[config.mk]
export PLATFORM = sky130hd
export DESIGN_NAME = aha_pmu_wic_responder_flat
export DESIGN_NICKNAME = d
export VERILOG_FILES = /design/src/rtl/aha_pmu_wic_responder_if.sv /design/src/rtl/aha_pmu_wic_responder.sv /design/src/flat_wrapper.sv
export SDC_FILE = /design/constraint.sdc
export NUM_CORES = 1
export LEC_CHECK = 0
export ABC_AREA = 1
export CORE_AREA = 2 2 64 66
export DETAILED_ROUTE_END_ITERATION = 16
export DIE_AREA = 0 0 66 68
export DONT_BUFFER_PORTS = 1
export PLACE_DENSITY = 0.77
export SETUP_SLACK_MARGIN = 0.15
export SYNTH_ARGS = -nofsm -noshare
export SYNTH_HDL_FRONTEND = slang
export SYNTH_SLANG_ARGS = --single-unit
[constraint.sdc]
create_clock -name MASTER_CLK -period 3.65 [get_ports MASTER_CLK]
set_clock_uncertainty 0.15 [all_clocks]
set_input_delay 0.365 -clock MASTER_CLK [delete_from_list [all_inputs] [get_ports MASTER_CLK]]
set_output_delay 0.365 -clock MASTER_CLK [all_outputs]
set_load 0.005 [all_outputs]
[src/rtl/aha_pmu_wic_responder_if.sv]
// WIC handshake bundle between the platform controller (master) and the PMU responder (slave).
interface aha_pmu_wic_responder_if #(
    parameter int unsigned NUM_IRQ = 32
) ();
    logic               PMU_WIC_EN_REQ;
    logic               SLEEPDEEP;
    logic [NUM_IRQ-1:0] WIC_MASK;
    logic [NUM_IRQ-1:0] IRQ;
    logic               NMI;
    logic               PMU_WIC_EN_ACK;
    logic               PMU_WAKEUP;
    logic               WIC_ARMED;
    logic               PROTO_ERR;

    modport master (
        output PMU_WIC_EN_REQ, SLEEPDEEP, WIC_MASK, IRQ, NMI,
        input  PMU_WIC_EN_ACK, PMU_WAKEUP, WIC_ARMED, PROTO_ERR
    );

    modport slave (
        input  PMU_WIC_EN_REQ, SLEEPDEEP, WIC_MASK, IRQ, NMI,
        output PMU_WIC_EN_ACK, PMU_WAKEUP, WIC_ARMED, PROTO_ERR
    );
endinterface

[src/rtl/aha_pmu_wic_responder.sv]
// PMU-side WIC enable responder: delayed 4-phase REQ/ACK, mask snapshot on arm,
// and deep-sleep wake detection reported back to the platform controller.
module aha_pmu_wic_responder #(
    parameter int unsigned ACK_DELAY = 4,
    parameter int unsigned NUM_IRQ   = 32
) (
    input  logic                      MASTER_CLK,
    input  logic                      PORESETn,
    aha_pmu_wic_responder_if.slave    wic
);
    localparam int unsigned CNT_W = $clog2(ACK_DELAY + 1);
    localparam logic [CNT_W-1:0] CNT_LOAD = CNT_W'(ACK_DELAY - 1);

    typedef enum logic [1:0] {StIdle, StArming, StArmed, StDisarming} state_e;

    state_e             state_q, state_d;
    logic [CNT_W-1:0]   cnt_q, cnt_d;
    logic [NUM_IRQ-1:0] mask_q, mask_d;
    logic               ack_q, ack_d;
    logic               wake_q, wake_d;
    logic               armed_q, armed_d;
    logic               err_q, err_d;
    logic               wake_evt;

    assign wake_evt = wic.SLEEPDEEP & ((|(wic.IRQ & mask_q)) | wic.NMI);

    always_comb begin
        state_d = state_q;
        cnt_d   = cnt_q;
        mask_d  = mask_q;
        ack_d   = ack_q;
        wake_d  = wake_q;
        err_d   = err_q;
        if (!wic.SLEEPDEEP) begin
            wake_d = 1'b0;
        end
        case (state_q)
            StIdle: begin
                if (wic.PMU_WIC_EN_REQ) begin
                    state_d = StArming;
                    cnt_d   = CNT_LOAD;
                end
            end
            StArming: begin
                if (!wic.PMU_WIC_EN_REQ) begin
                    state_d = StIdle;
                    err_d   = 1'b1;
                end else if (cnt_q == '0) begin
                    state_d = StArmed;
                    ack_d   = 1'b1;
                    mask_d  = wic.WIC_MASK;
                end else begin
                    cnt_d = cnt_q - CNT_W'(1);
                end
            end
            StArmed: begin
                // Set wins over clear; a REQ fall in the same cycle still starts disarm.
                if (wake_evt) begin
                    wake_d = 1'b1;
                end
                if (!wic.PMU_WIC_EN_REQ) begin
                    state_d = StDisarming;
                    cnt_d   = CNT_LOAD;
                end
            end
            StDisarming: begin
                if (wic.PMU_WIC_EN_REQ) begin
                    err_d = 1'b1;
                end
                if (cnt_q == '0) begin
                    state_d = StIdle;
                    ack_d   = 1'b0;
                    wake_d  = 1'b0;
                end else begin
                    cnt_d = cnt_q - CNT_W'(1);
                end
            end
            default: begin
                state_d = StIdle;
                ack_d   = 1'b0;
                wake_d  = 1'b0;
            end
        endcase
        armed_d = (state_d == StArmed);
    end

    always_ff @(posedge MASTER_CLK or negedge PORESETn) begin
        if (!PORESETn) begin
            state_q <= StIdle;
            cnt_q   <= '0;
            mask_q  <= '0;
            ack_q   <= 1'b0;
            wake_q  <= 1'b0;
            armed_q <= 1'b0;
            err_q   <= 1'b0;
        end else begin
            state_q <= state_d;
            cnt_q   <= cnt_d;
            mask_q  <= mask_d;
            ack_q   <= ack_d;
            wake_q  <= wake_d;
            armed_q <= armed_d;
            err_q   <= err_d;
        end
    end

    assign wic.PMU_WIC_EN_ACK = ack_q;
    assign wic.PMU_WAKEUP     = wake_q;
    assign wic.WIC_ARMED      = armed_q;
    assign wic.PROTO_ERR      = err_q;
endmodule

[src/flat_wrapper.sv]
// flat-port wrapper written by rule: the top's interface ports become plain ports
module aha_pmu_wic_responder_flat 
#(
    parameter int unsigned ACK_DELAY = 4,
    parameter int unsigned NUM_IRQ   = 32
)
  (MASTER_CLK, PORESETn, wic_PMU_WIC_EN_REQ, wic_SLEEPDEEP, wic_WIC_MASK, wic_IRQ, wic_NMI, wic_PMU_WIC_EN_ACK, wic_PMU_WAKEUP, wic_WIC_ARMED, wic_PROTO_ERR);
  aha_pmu_wic_responder_if #(.NUM_IRQ(NUM_IRQ)) wic_i ();
  input  logic MASTER_CLK;
  input  logic PORESETn;
  input wire logic [$bits(wic_i.PMU_WIC_EN_REQ)-1:0] wic_PMU_WIC_EN_REQ;
  input wire logic [$bits(wic_i.SLEEPDEEP)-1:0] wic_SLEEPDEEP;
  input wire logic [$bits(wic_i.WIC_MASK)-1:0] wic_WIC_MASK;
  input wire logic [$bits(wic_i.IRQ)-1:0] wic_IRQ;
  input wire logic [$bits(wic_i.NMI)-1:0] wic_NMI;
  output wire logic [$bits(wic_i.PMU_WIC_EN_ACK)-1:0] wic_PMU_WIC_EN_ACK;
  output wire logic [$bits(wic_i.PMU_WAKEUP)-1:0] wic_PMU_WAKEUP;
  output wire logic [$bits(wic_i.WIC_ARMED)-1:0] wic_WIC_ARMED;
  output wire logic [$bits(wic_i.PROTO_ERR)-1:0] wic_PROTO_ERR;
  assign wic_i.PMU_WIC_EN_REQ = wic_PMU_WIC_EN_REQ;
  assign wic_i.SLEEPDEEP = wic_SLEEPDEEP;
  assign wic_i.WIC_MASK = wic_WIC_MASK;
  assign wic_i.IRQ = wic_IRQ;
  assign wic_i.NMI = wic_NMI;
  assign wic_PMU_WIC_EN_ACK = wic_i.PMU_WIC_EN_ACK;
  assign wic_PMU_WAKEUP = wic_i.PMU_WAKEUP;
  assign wic_WIC_ARMED = wic_i.WIC_ARMED;
  assign wic_PROTO_ERR = wic_i.PROTO_ERR;
  aha_pmu_wic_responder #(.ACK_DELAY(ACK_DELAY), .NUM_IRQ(NUM_IRQ)) u_core (.MASTER_CLK(MASTER_CLK), .PORESETn(PORESETn), .wic(wic_i));
endmodule
==> out/qor.yml <==
synth_edf_count: 0
critPathRequiredTime_ns: 3.68
min_from: "wic_WIC_MASK[1]"
cts_tree: "built"
switchingPower_mw: 0.488
comb_power_share: 0.328
rsz0062_at_grt: "no"
clockBufferDepth: 2
p_sw_frac: 0.290
antenna_found_initial: 0
synth_area_um2: 1980
synthCells: 178
root_buffer: "clkbuf_8"
clkPwrFrac: 0.205
grt_pass1_vias: 1130
gp_congestion: 0.728
worstMarginPinSlew_ns: 0.596
die-area_um2: 4490
nNetsFinal: 255
period_needed_ns: 2.07
fp.dieH_um: 68
holdPathEnd: "u_core.mask_q[1]$_DFFE_PN0P_"
power_density_nw_per_um2: 786
cts_buffers: 5
vias_per_cell: 4.93
rr_worst_depth: 9
drv_cap: 0
fmax_ghz: 0.482
r2r_start: "u_core.cnt_q[0]$_DFFE_PN0P_"
p_leak_nw: 1.19
fin_area_um2: 2150
io_buffers: 0
r2r_slack_ns: 1.58
overflow: 0
final.setup.tns_ns: 0
clk_latency_ns: 0.28
io_pins: 73
drtPass1Iterations: 4
drt_iter0_drc: 33
ant_nets: 0
post-cts-setup-buffers: 0
diodes: 0
synth_area_per_cell_um2: 11.1
initial_core_util: 0.514
dr_total_vias: 1154
hpwl_um: 2570
whs_path_depth: 1
r2r-end: "u_core.wic.WIC_ARMED$_DFF_PN0_"
drv_slew: 0
hold_viol: 0
synth_top_area_cell: "dfrtp_1"
setup_viol: 0
synth_fp_nets: 249
area_delta_synth_final_pct: 8.20
cp-end-kind: "flip-flop"
ys_ff_latch: 41
worstPathArrival_ns: 2.11
critical_path_class: "flip-flop to flip-flop"
grt_max_degree: 42
ys_types: 21
grt_pass1_wl_um: 5260
outcome: "complete, no violations"
crit_fanout: 33
internal_power_mw: 1.20
min_path_type: "input pin to flip-flop"
htreeDepth: 2
synthTopCellsByArea: "dfrtp_1 (52%), mux2_4 (22%), nand2_1 (9.8%), inv_1 (3.6%), nor2_1 (2.5%)"
coreArea_um2: 3860
ys_seq_area_frac: 0.517
synth_ff_type: "dfrtp_1"
fin_crit_sh: 0.568
final_layout_size_suffix_gt1_frac: 0.239
drt-total-wl_um: 3520
routedWlPerCell_um: 15.0
die_w_um: 66
crit_path_start_kind: "flip-flop"
ir_drop_mv: 0.296
cts_resized: 0
drc_errors: 0
synth_warnings: 0
clock-sinks: 41
synth_top_area_share: 0.517
dpl_cell_area_um2: 2010
synth-async-reset-ratio: 1.00
path_clk_slew_ns: 0.08
row_count: 23
grt_util_all_layers: 0.163
slew_headroom: 0.602
pwr-share-seq: 0.468
routing by layer:
| metal | global-route usage | share of wire |
|---|---|---|
| met4 | 0.0689 | 0 |
| met5 | 0 | 0 |
| met1 | 0.204 | 0.42 |
| met3 | 0.0576 | 0.072 |
| met2 | 0.258 | 0.51 |
synth_stat cells (2+ instances only):
| master | instances |
|---|---|
| inv_1 | 19 |
| buf_6 | 3 |
| a21oi_1 | 2 |
| nand4_1 | 2 |
| mux2_2 | 3 |
| nor2_1 | 13 |
| mux2_4 | 29 |
| ha_1 | 2 |
| dfrtp_1 | 41 |
| o21ai_0 | 2 |
| nand2_1 | 52 |
power by group through the flow:
stage	sequential (mW)	clock, mW	combinational (mW)
after global routing	0.819	0.376	0.620
after detailed placement	0.796	0	0.549
after floorplan	0.759	0	0.484
final	0.789	0.345	0.552
after CTS	0.791	0.356	0.564
after global placement	0.789	0	0.530
sequential cells by signal, indices dropped and copies added (netlist names):
name	flops
u_core.mask_q	32
u_core.cnt_q	3
u_core.state_q	2
u_core.wic.PMU_WAKEUP	1
u_core.wic.PMU_WIC_EN_ACK	1
u_core.wic.PROTO_ERR	1
u_core.wic.WIC_ARMED	1
cell type report:
cell class / count / area, µm²
Clock buffer: 5 / 68.8
Fill cell: 335 / 1710
Clock inverter: 2 / 35.0
Inverter: 19 / 71.3
Timing Repair Buffer: 2 / 30.0
Sequential cell: 41 / 1030
Multi-Input combinational cell: 115 / 852
Tap cell: 50 / 62.6
cells by family after synthesis:
| family | share of synthesized area |
|---|---|
| buf+inv | 0.0530 |
| flops | 0.517 |
| compound gates | 0.0303 |
| mux | 0.237 |
| fa+ha+maj | 0.0126 |
| simple gates | 0.150 |
critical path, stage by stage (launching register included):
cell     delay [ns]
dfrtp_1        0.37
inv_1          0.05
ha_1           0.19
ha_1           0.19
nand2_2        0.10
nor2_4         0.05
nand2_4        0.44
o21ai_0        0.26
nand2_1        0.13
inv_1          0.04
cells in the final DEF (no fill, tap or decap), types with 3 or more instances in the layout:
cell type  count
mux2_4        29
mux2_2         3
nand2_1       52
clkbuf_8       5
nor2_1        13
dfrtp_1       41
inv_1         19
what timing repair did:
action                     4_1_cts  5_1_grt
hold buffers                     2        0
hold endpoints to repair        41        0
setup endpoints to repair        0        0
how the worst max path moves through the flow:
stage	startpoint	endpoint	slack, ns	depth (start not counted)
final	u_core.cnt_q[0]$_DFFE_PN0P_	u_core.wic.WIC_ARMED$_DFF_PN0_	1.58	9
after global routing	u_core.cnt_q[0]$_DFFE_PN0P_	u_core.mask_q[14]$_DFFE_PN0P_	1.48	7
after CTS	u_core.cnt_q[0]$_DFFE_PN0P_	u_core.wic.WIC_ARMED$_DFF_PN0_	1.56	9
after detailed placement	u_core.cnt_q[0]$_DFFE_PN0P_	u_core.wic.WIC_ARMED$_DFF_PN0_	1.55	9
after global placement	u_core.cnt_q[0]$_DFFE_PN0P_	u_core.mask_q[12]$_DFFE_PN0P_	1.64	7
after floorplan	u_core.cnt_q[0]$_DFFE_PN0P_	u_core.mask_q[0]$_DFFE_PN0P_	1.95	8
per-stage QoR:
step                      power, mW  utilization  hold WS (ns)  cells  setup slack, ns
after floorplan                1.24            -       -0.0806    178             1.95
after global placement         1.32        0.522       -0.0798    225             1.64
after detailed placement       1.35        0.522       -0.0799    225             1.55
after CTS                      1.71        0.556        0.0613    234             1.56
after global routing           1.82        0.556        0.0471    234             1.48
final                          1.69        0.556        0.0733    234             1.58
No activity file was read; power rests on OpenSTA's default activity.
